**src/rtl/calc_exec_pkg.sv**
```systemverilog
// Shared definitions for the calculator execute stage: op/key codes, FSM states,
// datapath widths, display segment codes and BCD helpers.
package calc_exec_pkg;

    localparam int OPW  = 7;   // binary operand width, 0..99
    localparam int RESW = 14;  // binary result width, up to 9801
    localparam int NDIG = 4;   // BCD result digits

    localparam logic [3:0] OP_ADD = 4'ha;
    localparam logic [3:0] OP_SUB = 4'hb;
    localparam logic [3:0] OP_MUL = 4'hc;
    localparam logic [3:0] OP_DIV = 4'hd;
    localparam logic [3:0] KEY_EQ = 4'he;

    localparam logic [6:0] SEG_BLANK = 7'h00;
    localparam logic [6:0] SEG_ERR   = 7'h79;

    typedef enum logic [2:0] {
        ST_IDLE = 3'd0,
        ST_LOAD = 3'd1,
        ST_CALC = 3'd2,
        ST_BCD  = 3'd3,
        ST_DONE = 3'd4
    } state_t;

    function automatic logic [OPW-1:0] bcd2bin(input logic [3:0] tens, input logic [3:0] ones);
        return OPW'(tens) * OPW'(10) + OPW'(ones);
    endfunction

    function automatic logic digit_bad(input logic [3:0] d);
        return d > 4'd9;
    endfunction

endpackage

```
**src/rtl/calc_exec_if.sv**
```systemverilog
// Request/result bundle between the entry FSM (master) and calc_exec (slave).
// rem_bcd exists only when CALC_REM_EN is defined.
interface calc_exec_if;
    import calc_exec_pkg::*;

    logic              start;
    logic [3:0]        a_tens;
    logic [3:0]        a_ones;
    logic [3:0]        b_tens;
    logic [3:0]        b_ones;
    logic [3:0]        op;
    logic              busy;
    logic              done;
    logic [4*NDIG-1:0] res_bcd;
    logic              res_neg;
    logic              res_err;
`ifdef CALC_REM_EN
    logic [7:0]        rem_bcd;
`endif

    modport master (
        output start, a_tens, a_ones, b_tens, b_ones, op,
`ifdef CALC_REM_EN
        input  rem_bcd,
`endif
        input  busy, done, res_bcd, res_neg, res_err
    );

    modport slave (
        input  start, a_tens, a_ones, b_tens, b_ones, op,
`ifdef CALC_REM_EN
        output rem_bcd,
`endif
        output busy, done, res_bcd, res_neg, res_err
    );

endinterface

```
**src/rtl/calc_bin2bcd.sv**
```systemverilog
// Iterative double-dabble binary to BCD converter, one add-3/shift per clock.
// Latency: WIDTH clocks; the edge that takes start performs the first shift, done pulses after the last.
// Backpressure: start is ignored while a conversion runs; bcd holds until the next start.
module calc_bin2bcd #(
    parameter int WIDTH  = 14,
    parameter int DIGITS = 4
) (
    input  logic                clk,
    input  logic                rst_n,
    input  logic                start,
    input  logic [WIDTH-1:0]    bin,
    output logic                done,
    output logic [4*DIGITS-1:0] bcd
);
    localparam int CW = $clog2(WIDTH + 1);
    localparam int BW = 4 * DIGITS;

    logic [WIDTH-1:0] sh_q, src_sh, nxt_sh;
    logic [BW-1:0]    bcd_q, src_bcd, adj, nxt_bcd;
    logic [CW-1:0]    cnt_q;
    logic             run_q, done_q, take;

    assign take = start && !run_q;

    // A new request is shifted straight from bin so no load cycle is spent.
    always_comb begin
        src_sh  = take ? bin : sh_q;
        src_bcd = take ? '0 : bcd_q;
        adj     = src_bcd;
        for (int d = 0; d < DIGITS; d++) begin
            if (adj[4*d +: 4] >= 4'd5) adj[4*d +: 4] = adj[4*d +: 4] + 4'd3;
        end
        nxt_bcd = (adj << 1) | BW'(src_sh[WIDTH-1]);
        nxt_sh  = src_sh << 1;
    end

    always_ff @(posedge clk or negedge rst_n) begin
        if (!rst_n) begin
            sh_q   <= '0;
            bcd_q  <= '0;
            cnt_q  <= '0;
            run_q  <= 1'b0;
            done_q <= 1'b0;
        end else begin
            done_q <= 1'b0;
            if (take) begin
                sh_q  <= nxt_sh;
                bcd_q <= nxt_bcd;
                cnt_q <= CW'(WIDTH - 1);
                run_q <= 1'b1;
            end else if (run_q) begin
                sh_q  <= nxt_sh;
                bcd_q <= nxt_bcd;
                cnt_q <= cnt_q - CW'(1);
                if (cnt_q == CW'(1)) begin
                    run_q  <= 1'b0;
                    done_q <= 1'b1;
                end
            end
        end
    end

    assign done = done_q;
    assign bcd  = bcd_q;

endmodule

```
**src/rtl/calc_exec.sv**
```systemverilog
// Calculator execute stage: BCD operands -> + - * / -> 4 BCD digits with sign/error (CALC_REM_EN adds rem_bcd).
// Latency: done after edge 17 for + - *, edge 23 for /, edge 3 on error (edge 1 samples start).
// Backpressure: start is only taken while busy=0 and never queued; results hold until the next done.
module calc_exec
    import calc_exec_pkg::*;
(
    input  logic       clk,
    input  logic       rst_n,
    calc_exec_if.slave bus
);
    localparam int REMW = OPW + 1;

    state_t state_q, state_nxt;

    logic [3:0]        a_tens_q, a_ones_q, b_tens_q, b_ones_q, op_q;
    logic [OPW-1:0]    a_val, b_val, a_q, b_q, quo_q, quo_nxt;
    logic [REMW-1:0]   rem_q, rem_sh, rem_nxt;
    logic [2:0]        div_cnt_q;
    logic              fits, last_div, in_err, err_q, neg_q;
    logic [RESW-1:0]   res_bin;
    logic              conv_start, conv_done;
    logic [4*NDIG-1:0] conv_bcd, res_bcd_q;
    logic              res_neg_q, res_err_q, busy, done;

    assign a_val  = bcd2bin(a_tens_q, a_ones_q);
    assign b_val  = bcd2bin(b_tens_q, b_ones_q);
    assign in_err = digit_bad(a_tens_q) || digit_bad(a_ones_q) ||
                    digit_bad(b_tens_q) || digit_bad(b_ones_q) ||
                    (op_q < OP_ADD) || (op_q > OP_DIV) ||
                    ((op_q == OP_DIV) && (b_tens_q == 4'd0) && (b_ones_q == 4'd0));

    // Restoring divider: one quotient bit per CALC cycle, MSB first.
    assign rem_sh   = (rem_q << 1) | REMW'(quo_q[OPW-1]);
    assign fits     = rem_sh >= {1'b0, b_q};
    assign rem_nxt  = fits ? rem_sh - {1'b0, b_q} : rem_sh;
    assign quo_nxt  = (quo_q << 1) | OPW'(fits);
    assign last_div = div_cnt_q == 3'(OPW - 1);

    always_comb begin
        res_bin = '0;
        case (op_q)
            OP_ADD:  res_bin = RESW'(a_q) + RESW'(b_q);
            OP_SUB:  res_bin = neg_q ? RESW'(b_q) - RESW'(a_q) : RESW'(a_q) - RESW'(b_q);
            OP_MUL:  res_bin = RESW'(a_q) * RESW'(b_q);
            OP_DIV:  res_bin = RESW'(quo_nxt);
            default: res_bin = '0;
        endcase
    end

    always_ff @(posedge clk or negedge rst_n) begin
        if (!rst_n) state_q <= ST_IDLE;
        else        state_q <= state_nxt;
    end

    always_comb begin
        state_nxt = state_q;
        case (state_q)
            ST_IDLE: if (bus.start) state_nxt = ST_LOAD;
            ST_LOAD: state_nxt = ST_CALC;
            ST_CALC: begin
                if (err_q)           state_nxt = ST_DONE;
                else if (conv_start) state_nxt = ST_BCD;
            end
            ST_BCD:  if (conv_done) state_nxt = ST_DONE;
            ST_DONE: state_nxt = ST_IDLE;
            default: state_nxt = ST_IDLE;
        endcase
    end

    always_comb begin
        busy       = state_q != ST_IDLE;
        done       = state_q == ST_DONE;
        conv_start = (state_q == ST_CALC) && !err_q && ((op_q != OP_DIV) || last_div);
    end

    always_ff @(posedge clk or negedge rst_n) begin
        if (!rst_n) begin
            a_tens_q  <= '0;
            a_ones_q  <= '0;
            b_tens_q  <= '0;
            b_ones_q  <= '0;
            op_q      <= '0;
            a_q       <= '0;
            b_q       <= '0;
            quo_q     <= '0;
            rem_q     <= '0;
            div_cnt_q <= '0;
            err_q     <= 1'b0;
            neg_q     <= 1'b0;
            res_bcd_q <= '0;
            res_neg_q <= 1'b0;
            res_err_q <= 1'b0;
        end else begin
            case (state_q)
                ST_IDLE: begin
                    if (bus.start) begin
                        a_tens_q <= bus.a_tens;
                        a_ones_q <= bus.a_ones;
                        b_tens_q <= bus.b_tens;
                        b_ones_q <= bus.b_ones;
                        op_q     <= bus.op;
                    end
                end
                ST_LOAD: begin
                    a_q       <= a_val;
                    b_q       <= b_val;
                    quo_q     <= a_val;
                    rem_q     <= '0;
                    div_cnt_q <= '0;
                    err_q     <= in_err;
                    neg_q     <= (op_q == OP_SUB) && (a_val < b_val);
                end
                ST_CALC: begin
                    if (op_q == OP_DIV) begin
                        quo_q     <= quo_nxt;
                        rem_q     <= rem_nxt;
                        div_cnt_q <= div_cnt_q + 3'd1;
                    end
                end
                default: ;
            endcase
            // Visible results change only on the edge that enters DONE.
            if (state_nxt == ST_DONE) begin
                res_bcd_q <= err_q ? '0 : conv_bcd;
                res_neg_q <= neg_q && !err_q;
                res_err_q <= err_q;
            end
        end
    end

    calc_bin2bcd #(
        .WIDTH  (RESW),
        .DIGITS (NDIG)
    ) u_res_conv (
        .clk   (clk),
        .rst_n (rst_n),
        .start (conv_start),
        .bin   (res_bin),
        .done  (conv_done),
        .bcd   (conv_bcd)
    );

`ifdef CALC_REM_EN
    logic [7:0] rem_conv_bcd, rem_bcd_q;
    logic       rem_done, rem_vld_q;

    calc_bin2bcd #(
        .WIDTH  (OPW),
        .DIGITS (2)
    ) u_rem_conv (
        .clk   (clk),
        .rst_n (rst_n),
        .start (conv_start),
        .bin   (rem_nxt[OPW-1:0]),
        .done  (rem_done),
        .bcd   (rem_conv_bcd)
    );

    // The shorter remainder conversion finishes first; remember that it did.
    always_ff @(posedge clk or negedge rst_n) begin
        if (!rst_n) begin
            rem_vld_q <= 1'b0;
            rem_bcd_q <= '0;
        end else begin
            if (conv_start)    rem_vld_q <= 1'b0;
            else if (rem_done) rem_vld_q <= 1'b1;
            if (state_nxt == ST_DONE)
                rem_bcd_q <= ((op_q == OP_DIV) && !err_q && rem_vld_q) ? rem_conv_bcd : '0;
        end
    end

    assign bus.rem_bcd = rem_bcd_q;
`endif

    assign bus.busy    = busy;
    assign bus.done    = done;
    assign bus.res_bcd = res_bcd_q;
    assign bus.res_neg = res_neg_q;
    assign bus.res_err = res_err_q;

endmodule
```
**src/flat_wrapper.sv**
```systemverilog
// flat-port wrapper written by rule: the top's interface ports become plain ports
module calc_exec_flat import calc_exec_pkg::*;
  (clk, rst_n, bus_start, bus_a_tens, bus_a_ones, bus_b_tens, bus_b_ones, bus_op, bus_busy, bus_done, bus_res_bcd, bus_res_neg, bus_res_err);
  calc_exec_if bus_i ();
  input  logic clk;
  input  logic rst_n;
  input wire logic [$bits(bus_i.start)-1:0] bus_start;
  input wire logic [$bits(bus_i.a_tens)-1:0] bus_a_tens;
  input wire logic [$bits(bus_i.a_ones)-1:0] bus_a_ones;
  input wire logic [$bits(bus_i.b_tens)-1:0] bus_b_tens;
  input wire logic [$bits(bus_i.b_ones)-1:0] bus_b_ones;
  input wire logic [$bits(bus_i.op)-1:0] bus_op;
  output wire logic [$bits(bus_i.busy)-1:0] bus_busy;
  output wire logic [$bits(bus_i.done)-1:0] bus_done;
  output wire logic [$bits(bus_i.res_bcd)-1:0] bus_res_bcd;
  output wire logic [$bits(bus_i.res_neg)-1:0] bus_res_neg;
  output wire logic [$bits(bus_i.res_err)-1:0] bus_res_err;
  assign bus_i.start = bus_start;
  assign bus_i.a_tens = bus_a_tens;
  assign bus_i.a_ones = bus_a_ones;
  assign bus_i.b_tens = bus_b_tens;
  assign bus_i.b_ones = bus_b_ones;
  assign bus_i.op = bus_op;
  assign bus_busy = bus_i.busy;
  assign bus_done = bus_i.done;
  assign bus_res_bcd = bus_i.res_bcd;
  assign bus_res_neg = bus_i.res_neg;
  assign bus_res_err = bus_i.res_err;
  calc_exec u_core (.clk(clk), .rst_n(rst_n), .bus(bus_i));
endmodule
```
**config.mk**
```make
export PLATFORM = sky130hd
export DESIGN_NAME = calc_exec_flat
export DESIGN_NICKNAME = d
export VERILOG_FILES = /design/src/rtl/calc_exec_pkg.sv /design/src/rtl/calc_exec_if.sv /design/src/rtl/calc_bin2bcd.sv /design/src/rtl/calc_exec.sv /design/src/flat_wrapper.sv
export SDC_FILE = /design/constraint.sdc
export NUM_CORES = 1
export LEC_CHECK = 0
export ABC_CLOCK_PERIOD_IN_PS = 4800
export CAP_MARGIN = 10
export CELL_PAD_IN_SITES_DETAIL_PLACEMENT = 1
export CELL_PAD_IN_SITES_GLOBAL_PLACEMENT = 1
export CORE_MARGIN = 5
export CORE_UTILIZATION = 42
export CTS_BUF_LIST = sky130_fd_sc_hd__clkbuf_16
export DETAILED_ROUTE_END_ITERATION = 6
export PLACE_DENSITY_LB_ADDON = 0.1
export SYNTH_ARGS = -nofsm -noshare
export SYNTH_HDL_FRONTEND = slang
export SYNTH_SLANG_ARGS = --single-unit
```
**constraint.sdc**
```tcl
create_clock -name clk -period 4.8 [get_ports clk]
set_input_delay 0.96 -clock clk [delete_from_list [all_inputs] [get_ports clk]]
set_output_delay 0.96 -clock clk [all_outputs]
set_load 0.02 [all_outputs]
```
==> metrics.log <==
INFO  metric io-pin-count = 43
INFO  metric flow.area_growth_from_synthesis = 12.2%
INFO  metric finalWorstPathRequiredPeriod = 4.47 ns
INFO  metric cts.sink_count = 109
INFO  metric setup.worst_path.class = flip-flop to flip-flop
INFO  metric antenna_violations_before_repair = 0
INFO  metric place.detailed.instances = 1175
INFO  metric ys_async_sr_fraction = 1.00
INFO  metric mostFrequentLayoutCells = 116 x sky130_fd_sc_hd__nand2_1, 109 x sky130_fd_sc_hd__dfrtp_1, 90 x sky130_fd_sc_hd__ha_1
INFO  metric post-route-drc-count = 0
INFO  metric hold_viol = 0
INFO  metric relSlewSlack = 0.343
INFO  metric critical_path.endpoint_type = flip-flop
INFO  metric routed-via-count = 6535
INFO  metric mostFrequentLayoutCell = sky130_fd_sc_hd__nand2_1
INFO  metric netlist_instances = 891
INFO  metric ys_seq_elements = 109
INFO  metric place_area = 8830 um^2
INFO  metric floorplan.initialDensity = 0.423
INFO  metric synth_fa_ha_area_frac = 0.217
INFO  metric n_antenna_cell = 0
INFO  metric detailedRoute.firstPassIterationCount = 4
INFO  metric worst-r2r-cell-count = 15
INFO  metric synth_top_area_frac = 0.335
INFO  metric cap_violations = 0
INFO  metric final_util = 0.474
INFO  metric synth-edff-count = 0
INFO  metric htreeDepth = 3
INFO  metric finalCritPeriodShare = 0.931
INFO  metric synth.cell_area = 8140 um^2
INFO  metric clockRootBuffer = sky130_fd_sc_hd__clkbuf_16
INFO  metric worst_skew_pair.late_latency = 0.35 ns
INFO  metric worstHoldPathCells = 2
INFO  metric grt_max_degree = 59
INFO  metric most_area_hungry_cell_type_in_the_yosys_netlist = sky130_fd_sc_hd__dfrtp_1
INFO  metric fmax = 224 MHz
INFO  metric cts_tree = built
INFO  metric setup_tns = 0 ns
INFO  metric synth_area_per_cell = 9.14 um^2
INFO  metric global_route_congestion_overflow_total = 0
INFO  metric critPathMaxFanout = 6
INFO  metric synth.net_count = 1036
INFO  metric startpoint_type = flip-flop
INFO  metric final_net_count = 1070
INFO  metric fp.dieArea = 22300 um^2
INFO  metric status = complete, no violations
INFO  metric synth_cell_types = 60
INFO  metric cts-buffers-inserted = 9
INFO  metric setup_violations = 0
INFO  metric floorplan.die.width = 149 um
INFO  metric finish.cell_count_without_fillers = 1195
INFO  metric grt_pass1_vias = 7116
INFO  metric core = 19300 um^2
INFO  metric fraction_of_the_yosys_area_taken_by_sequential_cells = 0.335
INFO  metric yosysWarningCount = 0
INFO  metric synth_compound_area_frac = 0.156
INFO  metric synth_xor_xnor_area_share = 0.0376
INFO  metric dieHeight = 149 um
INFO  metric global_route_wire_length_before_repair = 38800 um
INFO  metric gr-usage-all-layers = 0.218
INFO  metric antenna_left = 0
INFO  metric place.detailed.hpwl = 18200 um
INFO  metric wl_per_cell = 19.3 um
INFO  metric ctsLongestPathBuffers = 2
INFO  metric drive_above_1_share = 0.0677
INFO  metric grt_setup_unrepaired = false
INFO  metric core.rowCount = 51
INFO  metric cp.required = 5.06 ns
INFO  metric postRouteWirelength = 23000 um
INFO  metric yosys_most_used_dff = sky130_fd_sc_hd__dfrtp_1
INFO  metric mux_share_of_post_synthesis_cell_area = 0.0479
INFO  metric postCtsHoldBufs = 0
INFO  metric gp_routability_congestion = 0.864
INFO  metric worst_hold_path_type = flip-flop to flip-flop
INFO  metric synth_simple_gate_area_frac = 0.159
INFO  metric worst_max_slew_pin_slew = 0.973 ns
INFO  metric ys_top_cells_by_area = sky130_fd_sc_hd__dfrtp_1 33%, sky130_fd_sc_hd__ha_1 14%, sky130_fd_sc_hd__fa_1 7.9%, sky130_fd_sc_hd__nand2_1 5.3%, sky130_fd_sc_hd__o21ai_0 5.0%
INFO  metric drt_first_iter_violations = 282
INFO  metric final_max_slew_viol_count = 0
INFO  metric vias_per_cell = 5.47
INFO  metric clock_skew = 0.00809 ns
INFO  metric main_combinational_cell_family_by_area_after_synthesis = adder cells
INFO  metric port-buffer-count = 42
INFO  metric cts.clk_slew.worst_paths = 0.07 ns
INFO  metric finish.instance_area = 9140 um^2
INFO  metric worstPathArrival = 4.73 ns
[synthesized netlist by cell type, drive strengths merged, types with 3 or more instances]
master and count:
a211oi 7, a21o 8, a21oi 49, a22oi 12
and2 3, buf 5, clkbuf 26, clkinv 3
dfrtp 109, fa 32, ha 90, inv 66
mux2 24, mux2i 12, nand2 118, nand2b 16
nand3 30, nand4 4, nor2 70, nor2b 8
nor3 13, nor3b 4, nor4 3, o211ai 4
o21a 5, o21ai 81, o21bai 6, o221ai 4
o31ai 6, or2 3, or3 3, xnor2 20
xor2 15
[kinds of logic (layout without fill, tap and decap cells)]
| kind of cell | count (synthesis) | after routing |
|---|---|---|
| adder cells (fa/ha/maj) | 122 | 122 |
| flip-flops | 109 | 109 |
| AO/OA/AOI/OAI | 205 | 205 |
| multiplexers | 36 | 36 |
| XOR/XNOR | 35 | 35 |
| AND/OR/NAND/NOR | 284 | 284 |
| buffers and inverters | 100 | 139 |
[state kept, by name (all words and copies together) (netlist names), 4 cells and up]
| signal | count |
|---|---|
| u_core.a_ones_q | 4 |
| u_core.b_tens_q | 4 |
| u_core.op_q | 4 |
| u_core.u_res_conv.sh_q | 13 |
| u_core.a_tens_q | 4 |
| u_core.bus.res_bcd | 16 |
| u_core.u_res_conv.cnt_q | 4 |
| u_core.a_q | 7 |
| u_core.u_res_conv.bcd | 16 |
| u_core.rem_q | 7 |
| u_core.b_q | 7 |
| u_core.b_ones_q | 4 |
| u_core.quo_q | 7 |
[layout make-up]
| class | count | area, um^2 |
|---|---|---|
| fillers | 2273 | 10100 |
| multi-input cells | 682 | 5030 |
| flip-flops and latches | 109 | 2730 |
| repair buffers | 54 | 508 |
| well taps | 265 | 332 |
| inverters | 69 | 267 |
| clock buffers | 9 | 225 |
| clock inverters | 7 | 42.5 |
[metal layers]
metal,GRT usage,wire length (um),vias up
li1,-,-,3132
met1,0.294,10700,3303
met2,0.376,11500,74
met3,0.0264,475,26
met4,0.0476,361,0
met5,0,0,-
[path summary, 6_finish.rpt]
path                                  startpoint                   endpoint  slack (ns)
min in group asynchronous                  rst_n      u_core.bus.res_bcd[9]        0.69
max in group asynchronous                  rst_n  u_core.u_res_conv.sh_q[7]        3.18
hold / removal             u_core.bus.res_bcd[8]      u_core.bus.res_bcd[8]        0.46
hold reg to reg            u_core.bus.res_bcd[8]      u_core.bus.res_bcd[8]        0.46
setup / recovery                   u_core.a_q[1]   u_core.u_res_conv.bcd[0]        0.33
setup reg to reg                   u_core.a_q[1]   u_core.u_res_conv.bcd[0]        0.33
[critical path, cell delays in order, from the launching register on]
cell and delay [ns]:
sky130_fd_sc_hd__dfrtp_1 0.53, sky130_fd_sc_hd__clkinvlp_4 0.24, sky130_fd_sc_hd__buf_4 0.18, sky130_fd_sc_hd__nor2_1 0.20, sky130_fd_sc_hd__fa_1 0.46, sky130_fd_sc_hd__fa_1 0.53, sky130_fd_sc_hd__fa_1 0.45, sky130_fd_sc_hd__ha_1 0.29
sky130_fd_sc_hd__ha_1 0.37, sky130_fd_sc_hd__a21oi_1 0.21, sky130_fd_sc_hd__o21ai_0 0.10, sky130_fd_sc_hd__a21oi_1 0.21, sky130_fd_sc_hd__o221ai_1 0.15, sky130_fd_sc_hd__xnor2_1 0.19, sky130_fd_sc_hd__a21oi_1 0.08, sky130_fd_sc_hd__o21ai_0 0.17
[per-stage QoR]
stage	setup WS [ns]	hold WS, ns
after detailed placement	0.301	0.456
after CTS	0.291	0.473
final	0.332	0.464
after global placement	0.477	0.450
after global routing	0.0504	0.494
after floorplan	0.625	0.450
[repair_timing]
action	CTS	global route
setup endpoints to repair	0	1
gates resized for setup	0	3
setup buffers	0	4
Power is left out: the tool's default activity adds up to more than one toggle a clock period on the data nets, which glitch-free logic cannot reach.
